`src/rtl/booth_pkg.sv`:
```
// Shared types and constants for the sequential Booth multiplier.
// Optional build macro: RADIX4_EN selects radix-4 (modified Booth) recoding.
package booth_pkg;

    typedef enum logic [1:0] {
        IDLE = 2'd0,
        RUN  = 2'd1,
        DONE = 2'd2
    } state_t;

    // Largest legal WIDTH is 32, so at most 32 steps.
    localparam int MAX_STEPS = 32;
    localparam int CNT_W     = $clog2(MAX_STEPS) + 1;

    // Number of Booth steps needed for a given operand width.
    function automatic int steps(input int width);
`ifdef RADIX4_EN
        return (width + 1) / 2;
`else
        return width;
`endif
    endfunction

endpackage

```
`src/rtl/booth_seq_mult_if.sv`:
```
// Operand/product valid-ready bus for booth_seq_mult.
interface booth_seq_mult_if #(
    parameter int WIDTH = 8
);
    logic                 in_valid;
    logic                 in_ready;
    logic [WIDTH-1:0]     multiplicand;
    logic [WIDTH-1:0]     multiplier;
    logic                 out_valid;
    logic                 out_ready;
    logic [2*WIDTH-1:0]   product;

    modport master (
        output in_valid, multiplicand, multiplier, out_ready,
        input  in_ready, out_valid, product
    );

    modport slave (
        input  in_valid, multiplicand, multiplier, out_ready,
        output in_ready, out_valid, product
    );
endinterface

```
`src/rtl/booth_step.sv`:
```
// One combinational Booth iteration on {A,Q,q_1}: add/sub then arithmetic shift.
// Radix-2 by default; radix-4 (digits 0, +-M, +-2M, shift by 2) with RADIX4_EN.
module booth_step #(
    parameter int AW = 9,   // accumulator width
    parameter int QW = 8    // multiplier register width
) (
    input  logic [AW-1:0] i_a,
    input  logic [QW-1:0] i_q,
    input  logic          i_q_1,
    input  logic [AW-1:0] i_m,
    output logic [AW-1:0] o_a,
    output logic [QW-1:0] o_q,
    output logic          o_q_1
);
    logic [AW-1:0] w_sum;

`ifdef RADIX4_EN
    logic [AW-1:0] w_m2;
    assign w_m2 = {i_m[AW-2:0], 1'b0};

    // Modified Booth digit selection on {Q[1:0],q_1}.
    always_comb begin
        w_sum = i_a;
        case ({i_q[1:0], i_q_1})
            3'b001, 3'b010: w_sum = i_a + i_m;
            3'b011:         w_sum = i_a + w_m2;
            3'b100:         w_sum = i_a - w_m2;
            3'b101, 3'b110: w_sum = i_a - i_m;
            default:        w_sum = i_a;
        endcase
    end

    assign o_a   = {{2{w_sum[AW-1]}}, w_sum[AW-1:2]};
    assign o_q   = {w_sum[1:0], i_q[QW-1:2]};
    assign o_q_1 = i_q[1];
`else
    // Radix-2 Booth selection on {Q[0],q_1}.
    always_comb begin
        w_sum = i_a;
        case ({i_q[0], i_q_1})
            2'b10:   w_sum = i_a - i_m;
            2'b01:   w_sum = i_a + i_m;
            default: w_sum = i_a;
        endcase
    end

    assign o_a   = {w_sum[AW-1], w_sum[AW-1:1]};
    assign o_q   = {w_sum[0], i_q[QW-1:1]};
    assign o_q_1 = i_q[0];
`endif

endmodule

```
`src/rtl/booth_seq_mult.sv`:
```
// Sequential signed Booth multiplier, WIDTH x WIDTH -> 2*WIDTH, one step per clock.
// Optional build macro: RADIX4_EN (radix-4 recoding, ceil(WIDTH/2) steps).
module booth_seq_mult
    import booth_pkg::*;
#(
    parameter int WIDTH = 8
) (
    input  logic            clk,
    input  logic            rst_n,
    booth_seq_mult_if.slave bus
);
    localparam int NSTEP = steps(WIDTH);
`ifdef RADIX4_EN
    localparam int AW = WIDTH + 2;
    localparam int QW = 2 * NSTEP;
`else
    localparam int AW = WIDTH + 1;
    localparam int QW = WIDTH;
`endif

    state_t               r_state;
    state_t               w_state_nxt;
    logic [AW-1:0]        r_a;
    logic [QW-1:0]        r_q;
    logic                 r_q_1;
    logic [AW-1:0]        r_m;
    logic [CNT_W-1:0]     r_cnt;
    logic [2*WIDTH-1:0]   r_product;

    logic [AW-1:0]        w_a_nxt;
    logic [QW-1:0]        w_q_nxt;
    logic                 w_q_1_nxt;
    logic                 w_last;
    logic [2*WIDTH-1:0]   w_prod;

    booth_step #(.AW(AW), .QW(QW)) u_step (
        .i_a   (r_a),
        .i_q   (r_q),
        .i_q_1 (r_q_1),
        .i_m   (r_m),
        .o_a   (w_a_nxt),
        .o_q   (w_q_nxt),
        .o_q_1 (w_q_1_nxt)
    );

    assign w_last = (r_cnt == CNT_W'(NSTEP - 1));
    // Product is the low 2*WIDTH bits of {A,Q} after the final step.
    assign w_prod = {w_a_nxt[2*WIDTH-QW-1:0], w_q_nxt};

    assign bus.in_ready  = (r_state == IDLE);
    assign bus.out_valid = (r_state == DONE);
    assign bus.product   = r_product;

    // State register.
    always_ff @(posedge clk or negedge rst_n) begin
        if (!rst_n) r_state <= IDLE;
        else        r_state <= w_state_nxt;
    end

    // Next-state: accept in IDLE, run NSTEP steps, hold in DONE until taken.
    always_comb begin
        w_state_nxt = r_state;
        case (r_state)
            IDLE:    if (bus.in_valid)  w_state_nxt = RUN;
            RUN:     if (w_last)        w_state_nxt = DONE;
            DONE:    if (bus.out_ready) w_state_nxt = IDLE;
            default:                    w_state_nxt = IDLE;
        endcase
    end

    // Datapath: load operands on accept, iterate in RUN, capture product on last step.
    always_ff @(posedge clk or negedge rst_n) begin
        if (!rst_n) begin
            r_a       <= '0;
            r_q       <= '0;
            r_q_1     <= 1'b0;
            r_m       <= '0;
            r_cnt     <= '0;
            r_product <= '0;
        end else begin
            case (r_state)
                IDLE: begin
                    if (bus.in_valid) begin
                        r_a   <= '0;
                        r_q   <= QW'($signed(bus.multiplier));
                        r_q_1 <= 1'b0;
                        r_m   <= AW'($signed(bus.multiplicand));
                        r_cnt <= '0;
                    end
                end
                RUN: begin
                    r_a   <= w_a_nxt;
                    r_q   <= w_q_nxt;
                    r_q_1 <= w_q_1_nxt;
                    r_cnt <= r_cnt + CNT_W'(1);
                    if (w_last) r_product <= w_prod;
                end
                default: ;
            endcase
        end
    end

endmodule

```
`src/flat_wrapper.sv`:
```
// flat-port wrapper written by rule: the top's interface ports become plain ports
module booth_seq_mult_flat import booth_pkg::*;
#(
    parameter int WIDTH = 8
)
  (clk, rst_n, bus_in_valid, bus_multiplicand, bus_multiplier, bus_out_ready, bus_in_ready, bus_out_valid, bus_product);
  booth_seq_mult_if #(.WIDTH(WIDTH)) bus_i ();
  input  logic clk;
  input  logic rst_n;
  input wire logic [$bits(bus_i.in_valid)-1:0] bus_in_valid;
  input wire logic [$bits(bus_i.multiplicand)-1:0] bus_multiplicand;
  input wire logic [$bits(bus_i.multiplier)-1:0] bus_multiplier;
  input wire logic [$bits(bus_i.out_ready)-1:0] bus_out_ready;
  output wire logic [$bits(bus_i.in_ready)-1:0] bus_in_ready;
  output wire logic [$bits(bus_i.out_valid)-1:0] bus_out_valid;
  output wire logic [$bits(bus_i.product)-1:0] bus_product;
  assign bus_i.in_valid = bus_in_valid;
  assign bus_i.multiplicand = bus_multiplicand;
  assign bus_i.multiplier = bus_multiplier;
  assign bus_i.out_ready = bus_out_ready;
  assign bus_in_ready = bus_i.in_ready;
  assign bus_out_valid = bus_i.out_valid;
  assign bus_product = bus_i.product;
  booth_seq_mult #(.WIDTH(WIDTH)) u_core (.clk(clk), .rst_n(rst_n), .bus(bus_i));
endmodule
```
`config.mk`:
```
export PLATFORM = sky130hd
export DESIGN_NAME = booth_seq_mult_flat
export DESIGN_NICKNAME = d
export VERILOG_FILES = /design/src/rtl/booth_pkg.sv /design/src/rtl/booth_seq_mult_if.sv /design/src/rtl/booth_step.sv /design/src/rtl/booth_seq_mult.sv /design/src/flat_wrapper.sv
export SDC_FILE = /design/constraint.sdc
export NUM_CORES = 1
export LEC_CHECK = 0
export ABC_AREA = 1
export CAP_MARGIN = 20
export CORE_UTILIZATION = 48
export DETAILED_ROUTE_END_ITERATION = 8
export HOLD_SLACK_MARGIN = 0.05
export PLACE_DENSITY = 0.72
export SLEW_MARGIN = 40
export SYNTH_ARGS = -nofsm -noshare
export SYNTH_HDL_FRONTEND = slang
export SYNTH_SLANG_ARGS = --single-unit
```
`constraint.sdc`:
```
create_clock -name clk -period 4.9 [get_ports clk]
set_input_delay 1.225 -clock clk [delete_from_list [all_inputs] [get_ports clk]]
set_output_delay 1.225 -clock clk [all_outputs]
set_load 0.005 [all_outputs]
```
=== Word-level counts from Yosys, hierarchy flattened ===
Index checks and enable logic that the tools add are counted.
Widths: inputs -> output; s select.

* Bits of input ports: 20
* Output and inout bits: 18
* Register bits: 50
* Logic and storage cells: 37

* Equality and inequality tests: 8
* Reductions and logical operators: 6
* Add/subtract/negate cells: 3
* Multiplexer cells: 13

{| class="wikitable"
|+ Operators with widths
! kind !! count
|-
| $pmux 9 s2 || 2
|-
| $pmux 8 s2 || 1
|-
| $pmux 6 s2 || 1
|-
| $add 9x9->9 || 1
|-
| $mux 9 || 1
|-
| $sub 9x9->9 || 1
|-
| $mux 8 || 1
|-
| $add 6x1->6 const B || 1
|-
| $eq 6x3->1 const B || 1
|-
| $mux 2 || 3
|-
| $mux 6 || 1
|-
| $pmux 2 s3 || 1
|-
| $reduce_and 2->1 || 3
|-
| $eq 2x1->1 const B || 2
|-
| $eq 2x2->1 const B || 2
|-
| $ne 2x2->1 const B || 2
|-
| $reduce_and 3->1 || 1
|-
| $logic_not 2->1 || 1
|-
| $ne 2x1->1 const B || 1
|-
| $pmux 1 s2 || 1
|-
| $reduce_bool 2->1 || 1
|-
| $mux 1 || 1
|}

=== Depth between registers and ports, before layout ===
Gate-level depths: netlist of run 1.

* Depth in word-level cells: 3
* Gate-level depth with buffers: 20
* Gate-level depth less buffers: 20

=== By module ===
Synthesis of run 1 repeated with hierarchy kept, for this count alone.

* Cells, all modules: 350
* Area total of the unflattened synthesis: 2845.2 sq um

{| class="wikitable"
|+ By module, submodules not included
! module !! instances !! sequential area each (sq um) !! area an instance (sq um) !! cells each
|-
| booth_seq_mult || 1 || 1251.2 || 2080.7 || 214
|-
| booth_step || 1 || 0.0 || 764.5 || 136
|}

=== Worst setup path after synthesis of run 1 ===
OpenSTA, ideal clock, no wires.

* Kind: flip-flop to flip-flop
* Start point: register u_core.r_q[0]
* End point: register u_core.r_a[3]
* Buffers on the path: 0
* Period minus slack after synthesis: 2213 ps
* Data required time: 4779 ps
* Library setup time: 121 ps
* Setup slack: 2687 ps
* Data arrival time: 2092 ps
* Cell stages (with the launch flop): 13
* Cell sequence: dfrtp_1 -> inv_1 -> ha_1 -> inv_1 -> nand2_1 -> o21ai_0 -> fa_1 -> nand3_1 -> nand2_1 -> or2_2 -> nand3_1 -> nand2_1 -> a22o_1

* Cells in the longest elaborated chain, start to end: 3
* Elaborated cells between the ends (all ways): 4
* Classes of those cells: eq/ne (2); mux (2)

{| class="wikitable"
|+ RTL lines
! what !! RTL line !! text
|-
| from (decl) || booth_seq_mult.sv:24 || <nowiki>logic [QW-1:0] r_q;</nowiki>
|-
| from (signal assigned) || booth_seq_mult.sv:85 || <nowiki>r_q <= QW'($signed(bus.multiplier));</nowiki>
|-
| from (signal assigned) || booth_seq_mult.sv:93 || <nowiki>r_q <= w_q_nxt;</nowiki>
|-
| $eq 2x1->1 or $eq 2x2->1 (tied branches) || booth_step.sv:40 || <nowiki>case ({i_q[0], i_q_1})</nowiki>
|-
| $pmux 9 s2 * || booth_step.sv:40 ||
|-
| $pmux 9 s2 * || booth_seq_mult.sv:81 || <nowiki>case (r_state)</nowiki>
|-
| to (signal assigned) || booth_seq_mult.sv:92 || <nowiki>r_a <= w_a_nxt;</nowiki>
|-
| to (decl) || booth_seq_mult.sv:23 || <nowiki>logic [AW-1:0] r_a;</nowiki>
|}

Every way passes the cells marked *; elsewhere a longest branch is shown, timed or not.
A chain may end at the register's enable or synchronous reset.

=== Worst setup path in the final report of run 1 ===
* Start point: input bus_in_valid
* End point: register u_core.r_q[7]

* Cells in the longest elaborated chain, start to end: 2

{| class="wikitable"
|+ RTL lines
! what !! RTL line !! text
|-
| from (decl) || flat_wrapper.sv:10 || <nowiki>input wire logic [$bits(bus_i.in_valid)-1:0] bus_in_valid;</nowiki>
|-
| $ne 2x2->1 (no line) || n/a ||
|-
| $reduce_and 2->1 (no line) || n/a ||
|}

No other way between the ends.

==> flow_summary_export.csv, run 1 <==
group,metric,value,unit
cts,clk_pin_slew,0.09,ns
cts,post_cts_buffers,0,
sta,skew,0.00783,ns
power,netSwitchingFraction,47.6,%
routing,routed_via_density,5.01,
routing,drt_first_pass_iters,6,
power,pwr-share-seq,28.5,%
power,p_leak,1.59,nW
critical_path,worstSetupEndpointType,"flop",
sta,hold_violations,0,
floorplanning,initial_core_util,51.2,%
power,intPower,0.00134,W
synthesis,synth.yosys.warnings,0,
routing,drt-total-wl,5470,um
hold_path,min_path_type,"flop to flop",
synthesis,synth_top_area_share,45.8,%
synthesis,synth-edff-count,0,
sta,fin_crit,2.76,ns
placement,io_buffers,37,
sta,finalSetupViolCount,0,
routing,ant_nets,0,
routing,drc,0,
grt,antenna_found_initial,0,
floorplanning,die_area,5890,um^2
grt,track_usage,21.0,%
floorplanning,ios,38,
critical_path,reg2reg_setup_slack,2.37,ns
job,cap_violations,0,
sta,worstMarginPinSlew,0.795,ns
cts,postCtsResizedCells,0,
synthesis,syn_nets,360,
routing,vias,2174,
hold_path,holdPathStages,2,
floorplanning,core-area,5240,um^2
grt,grt_max_degree,50,
layout,final_cell_mix,"nand2_1, dfrtp_1, inv_1",
routing,drtIter0Drc,129,
synthesis,seq_area_frac_synth,45.8,%
cts,cts_buffers,5,
synthesis,avgSynthCellArea,8.17,um^2
status,status,"finished clean",
cts,cts_root_buf,"clkbuf_8",
power,clkPwrFrac,9.5,%
grt,grt_pass1_wl,9690,um
hold_path,hold-path-endpoint,"u_core.bus.product[7]",
sta,holdWs,0.476,ns
layout,mostFrequentLayoutCell,"nand2_1",
placement,place_congestion,0.850,
hold_path,holdCritStartpoint,"u_core.bus.product[7]",
floorplanning,die_y,76.7,um
cts,holdBufCountCts,0,
floorplanning,die_w,76.7,um
layout,drive_gt1_share,9.07,%
layout,antenna_cells,0,
critical_path,crit_required,5.12,ns
placement,dpl.cell_count,426,
critical_path,r2r_end,"u_core.r_a[5]",
sta,relSlewSlack,47.0,%
layout,instances_no_fill,434,
critical_path,setup.worst_path.class,"input pin to flop",
sta,max_clock_freq,362,MHz
critical_path,timing.rr.start,"u_core.r_q[0]",
power,power_density,813,nW/um^2
synthesis,post_synth_instance_area,2680,um^2
critical_path,ff2ff_path_depth,13,
synthesis,netlist_instances,328,
cts,clock_path_buffers,2,
synthesis,yosysUniqueCellTypes,34,
cts,h-tree-depth,2,
cts,clkLatencyLatePin,0.31,ns
sta,rsz0062_at_grt,"no",
floorplanning,row_count,26,
cts,cts_tree,"yes",
layout,nets,395,
sta,finalCritPeriodShare,56.3,%
power,peakVddDrop,0.362,mV
critical_path,crit_path_start_kind,"input pin",
synthesis,yosys_most_used_dff,"dfrtp_1",
placement,hpwl,4080,um
power,combPwrFrac,61.9,%
layout,area_growth_syn_to_layout,17.6,%
critical_path,crit_arrival,2.98,ns
grt,grt_pass1_vias,2051,
synthesis,synth.area.top_cells,"dfrtp_1, nand2_1, inv_1",
cts,clock-sinks,49,
sta,drv_slew,0,
grt,overflow,0,
routing,avgRoutedWirePerCell,12.6,um
synthesis,postSynth.asyncResetShare,100,%
power,p_sw,0.00122,W
sta,tns,0,ns
critical_path,crit_path_max_fanout,18,
synthesis,synth_area_leader_cell,"dfrtp_1",
synthesis,ys_ff_latch,49,
[cell type report]
class / count / area (um^2)
Sequential cell: 49 / 1230
Clock inverter: 2 / 13.8
Clock buffer: 6 / 72.6
Tap cell: 70 / 87.6
Multi-Input combinational cell: 227 / 1210
Timing Repair Buffer: 37 / 368
Inverter: 43 / 169
Fill cell: 492 / 2090
[worst max-delay path by stage]
stage             startpoint            end  cells past startpoint
3_5_place_dp    bus_in_valid  u_core.r_q[7]                      6
2_1_floorplan  u_core.r_q[0]  u_core.r_a[3]                     12
6_report        bus_in_valid  u_core.r_q[7]                      6
5_1_grt         bus_in_valid  u_core.r_q[7]                      6
3_3_place_gp    bus_in_valid  u_core.r_q[7]                      6
4_1_cts         bus_in_valid  u_core.r_q[7]                      6
[flip-flops by register name, indices dropped and copies added, names as in the netlist]
signal              flops
u_core.bus.product     16
u_core.r_a              8
u_core.r_cnt            6
u_core.r_m              8
u_core.r_q              8
u_core.r_q_1            1
u_core.r_state          2
[critical path: stages]
cell and delay (ns):
clkdlybuf4s50_1 0.41, nand2_2 0.23, inv_2 0.17, nor2_2 0.64
inv_2 0.11, o211ai_1 0.19
[routing by layer]
metal / global-route usage (%) / up-vias / part of all wire [%]
li1: - / 1120 / -
met1: 30.6 / 1007 / 51
met2: 31.2 / 41 / 45
met3: 3.69 / 6 / 3.3
met4: 7.50 / 0 / 1.3
met5: 0 / - / 0
[power by group through the flow]
stage	Clock [W]	Sequential, W	Combinational (W)
finish	0.000244	0.000731	0.00159
global route	0.000265	0.000759	0.00184
CTS	0.000247	0.000731	0.00160
detailed placement	0	0.000736	0.00159
global placement	0	0.000732	0.00155
floorplan	0	0.000713	0.00122
[cell usage after synthesis (2+ instances only)]
library cell and instances:
a21oi_1 14, dfrtp_1 49, buf_2 3, nand2_1 107, a22o_1 2, nand4_1 2
nand3_1 13, inv_2 4, ha_1 11, inv_1 37, xor2_1 6, o21ai_0 19
nor2_1 15, nor2_2 2, nand2_2 5, clkbuf_1 2, xnor2_1 2, buf_6 2
o31ai_1 2, o22ai_1 9, o21ai_2 9
[through the flow]
stage          setup WS [ns]  area, um^2  total power [W]  util [%]
2_1_floorplan           2.69        2680          0.00193         -
3_5_place_dp            1.81        3070          0.00233      58.5
5_1_grt                 1.95        3150          0.00286      60.2
6_report                2.14        3150          0.00256      60.2
4_1_cts                 2.12        3150          0.00257      60.2
3_3_place_gp            1.88        3060          0.00228      58.5
[cell families after synthesis]
family | Yosys count | synth area share, %
buffers and inverters | 52 | 8.92
DFF | 49 | 45.8
xor gates and xnor gates | 8 | 2.61
muxes | 1 | 0.373
AOI/OAI and AO/OA | 58 | 13.2
and+or+nand+nor | 148 | 23.2
adders and majority gates | 12 | 5.88
(Power assumes the default switching activity.)
==> run 2: changes to the inputs <==
--- a/config.mk
+++ b/config.mk
@@ -10,7 +10,7 @@
 export CORE_UTILIZATION = 48
 export DETAILED_ROUTE_END_ITERATION = 8
 export HOLD_SLACK_MARGIN = 0.05
-export PLACE_DENSITY = 0.72
+export PLACE_DENSITY = 0.74
 export SLEW_MARGIN = 40
 export SYNTH_ARGS = -nofsm -noshare
 export SYNTH_HDL_FRONTEND = slang
==> constraint.sdc (replaced) <==
create_clock -name clk -period 2.4 [get_ports clk]
set_input_delay 0.6 -clock clk [delete_from_list [all_inputs] [get_ports clk]]
set_output_delay 0.6 -clock clk [all_outputs]
set_load 0.005 [all_outputs]
==> run 2 against run 1 <==
- the run now ends with setup timing left
- worst hold slack got worse by 0.099 ns
- critical path depth grew 10
- register-to-register slack got worse by 2.4 ns
- wire length grew 12%
- first-iteration DRC count grew 29%
- sequential share of layout area fell by 3.4 points
- clock skew fell by 0.0026 ns
- highest routed layer unchanged
- non-clock buffer count rose by 16
- design area increased by 9.5%
- utilization grew 5.7 points
- worst setup slack got worse by 2.1 ns
- critical path type is now flop to flop
==> flow_summary_export.csv, run 2 (same netlist as run 1, synthesis figures left out) <==
group,metric,value,unit
floorplanning,core-area,5240,um^2
placement,io_buffers,37,
routing,drt-total-wl,6150,um
routing,vias,2345,
cts,clkLatencyLatePin,0.31,ns
layout,area_growth_syn_to_layout,28.8,%
layout,mostFrequentLayoutCell,"nand2_1",
layout,largest_register_ffs,16,
grt,grt_max_degree,50,
cts,h-tree-depth,2,
grt,track_usage,21.0,%
critical_path,path_common_cell,"nand2_1",
sta,worstMarginPinSlew,0.593,ns
job,cap_violations,0,
sta,finalSetupViolCount,1,
sta,hold_violations,0,
status,violations,"setup timing",
floorplanning,row_count,26,
sta,relSlewSlack,60.4,%
routing,drtIter0Drc,166,
floorplanning,die_w,76.7,um
hold_path,min_path_type,"input pin to asynchronous set/reset pin",
sta,finalCritPeriodShare,100,%
critical_path,crit_path_start_kind,"flop",
layout,drive_gt1_share,22.4,%
layout,final_cell_mix,"nand2_1, dfrtp_1, clkdlybuf4s50_1",
grt,antenna_found_initial,0,
layout,seqCellArea,1230,um^2
placement,hpwl,4020,um
floorplanning,die_y,76.7,um
layout,fillCellCount,438,
cts,cts_buffers,5,
cts,cts_root_buf,"clkbuf_8",
placement,place_congestion,0.897,
critical_path,crit_arrival,2.65,ns
layout,nets,411,
layout,antenna_cells,0,
floorplanning,initial_core_util,51.2,%
sta,drv_slew,0,
floorplanning,ios,38,
sta,fin_crit,2.40,ns
cts,clk_pin_slew,0.09,ns
critical_path,critPathSlowestCell,"dfrtp_1",
cts,clock-sinks,49,
status,status,"finished, violations left",
layout,multi_input_area,1350,um^2
routing,drc,0,
layout,final_core_util,65.9,%
sta,skew,0.00524,ns
cts,cts_tree,"yes",
floorplanning,die_area,5890,um^2
sta,max_clock_freq,416,MHz
critical_path,crit_path_max_fanout,5,
critical_path,setup.worst_path.class,"flop to flop",
critical_path,cpPeakStageDelay,0.46,ns
critical_path,worstSetupEndpointType,"flop",
routing,avgRoutedWirePerCell,13.7,um
critical_path,crit_required,2.65,ns
cts,clock_path_buffers,2,
critical_path,reg2reg_setup_slack,-0.001,ns
routing,ant_nets,0,
sta,setup_slack,-0.00129,ns
grt,grt_pass1_vias,2112,
routing,drt_first_pass_iters,4,
critical_path,crit_chain,"inv_2 > ha_4 > nand2_4 > nor2_4 > nor2_4 > xor2_1 > ha_1 > nand2_2 > inv_2 > nand4_1 > nand3_1 > xor2_1 > nand2_1 > nand2_2 > nand2_1 > nand2_1",
sta,rsz0062_at_grt,"yes",
grt,grt_pass1_wl,9740,um
grt,overflow,0,
routing,routed_via_density,5.21,
[run 2: layout make-up]
cell class              count  share of cell area [%]
clock buffers               6                    2.39
clock inverters             2                    1.09
inverters                  43                    4.89
multi-input cells         227                    39.0
flip-flops and latches     49                    35.5
well taps                  70                    2.54
repair buffers             53                    14.5
[run 2: routing by layer]
layer	GRT usage [%]	vias up	share of wire, %
met1	29.1	1100	46
li1	-	1150	-
met2	33.6	83	47
met4	6.35	0	1.7
met3	3.57	12	4.6
met5	0	-	0
[run 2: path summary, 6_finish.rpt]
kind | startpoint | end | cells after the start
max reg2reg | u_core.r_m[0] | u_core.bus.product[12] | 16
min | rst_n | u_core.bus.product[0] | 2
min in group clk | u_core.bus.product[5] | u_core.bus.product[5] | 2
max in group asynchronous | rst_n | u_core.bus.product[15] | 2
min reg2reg | u_core.bus.product[5] | u_core.bus.product[5] | 2
max | u_core.r_m[0] | u_core.bus.product[12] | 16
[run 2: repair_timing]
| action | CTS | global route |
|---|---|---|
| gates cloned | 0 | 0 |
| setup endpoints to repair | 1 | 12 |
| hold buffers | 0 | 0 |
| gates resized for setup | 0 | 44 |
| buffers inserted | 2 | 6 |
| pin swaps | 1 | 24 |
[run 2: per-stage QoR]
step | TNS, ns | cells | cell area (um^2) | worst slack [ns] | hold WS, ns
finish | -0.00129 | 450 | 3450 | -0.00129 | 0.378
global route | -1.20 | 450 | 3450 | -0.156 | 0.420
CTS | 0 | 444 | 3270 | 0.0286 | 0.397
floorplan | 0 | 328 | 2680 | 0.187 | 0.304
global placement | 0 | 434 | 3140 | 0.0688 | 0.459
detailed placement | 0 | 434 | 3140 | 0.0156 | 0.468
[run 2: critical path, delay by kind of cell, from the launching register on]
kind / cells / cell delay, ns
XOR/XNOR: 2 / 0.32
AND/OR/NAND/NOR: 10 / 0.85
flip-flops: 1 / 0.46
buffers and inverters: 2 / 0.18
adder cells (fa/ha/maj): 2 / 0.54
Power of run 2 is left out: the tool's default activity adds up to more than one toggle a clock period on the data nets, which glitch-free logic cannot reach.
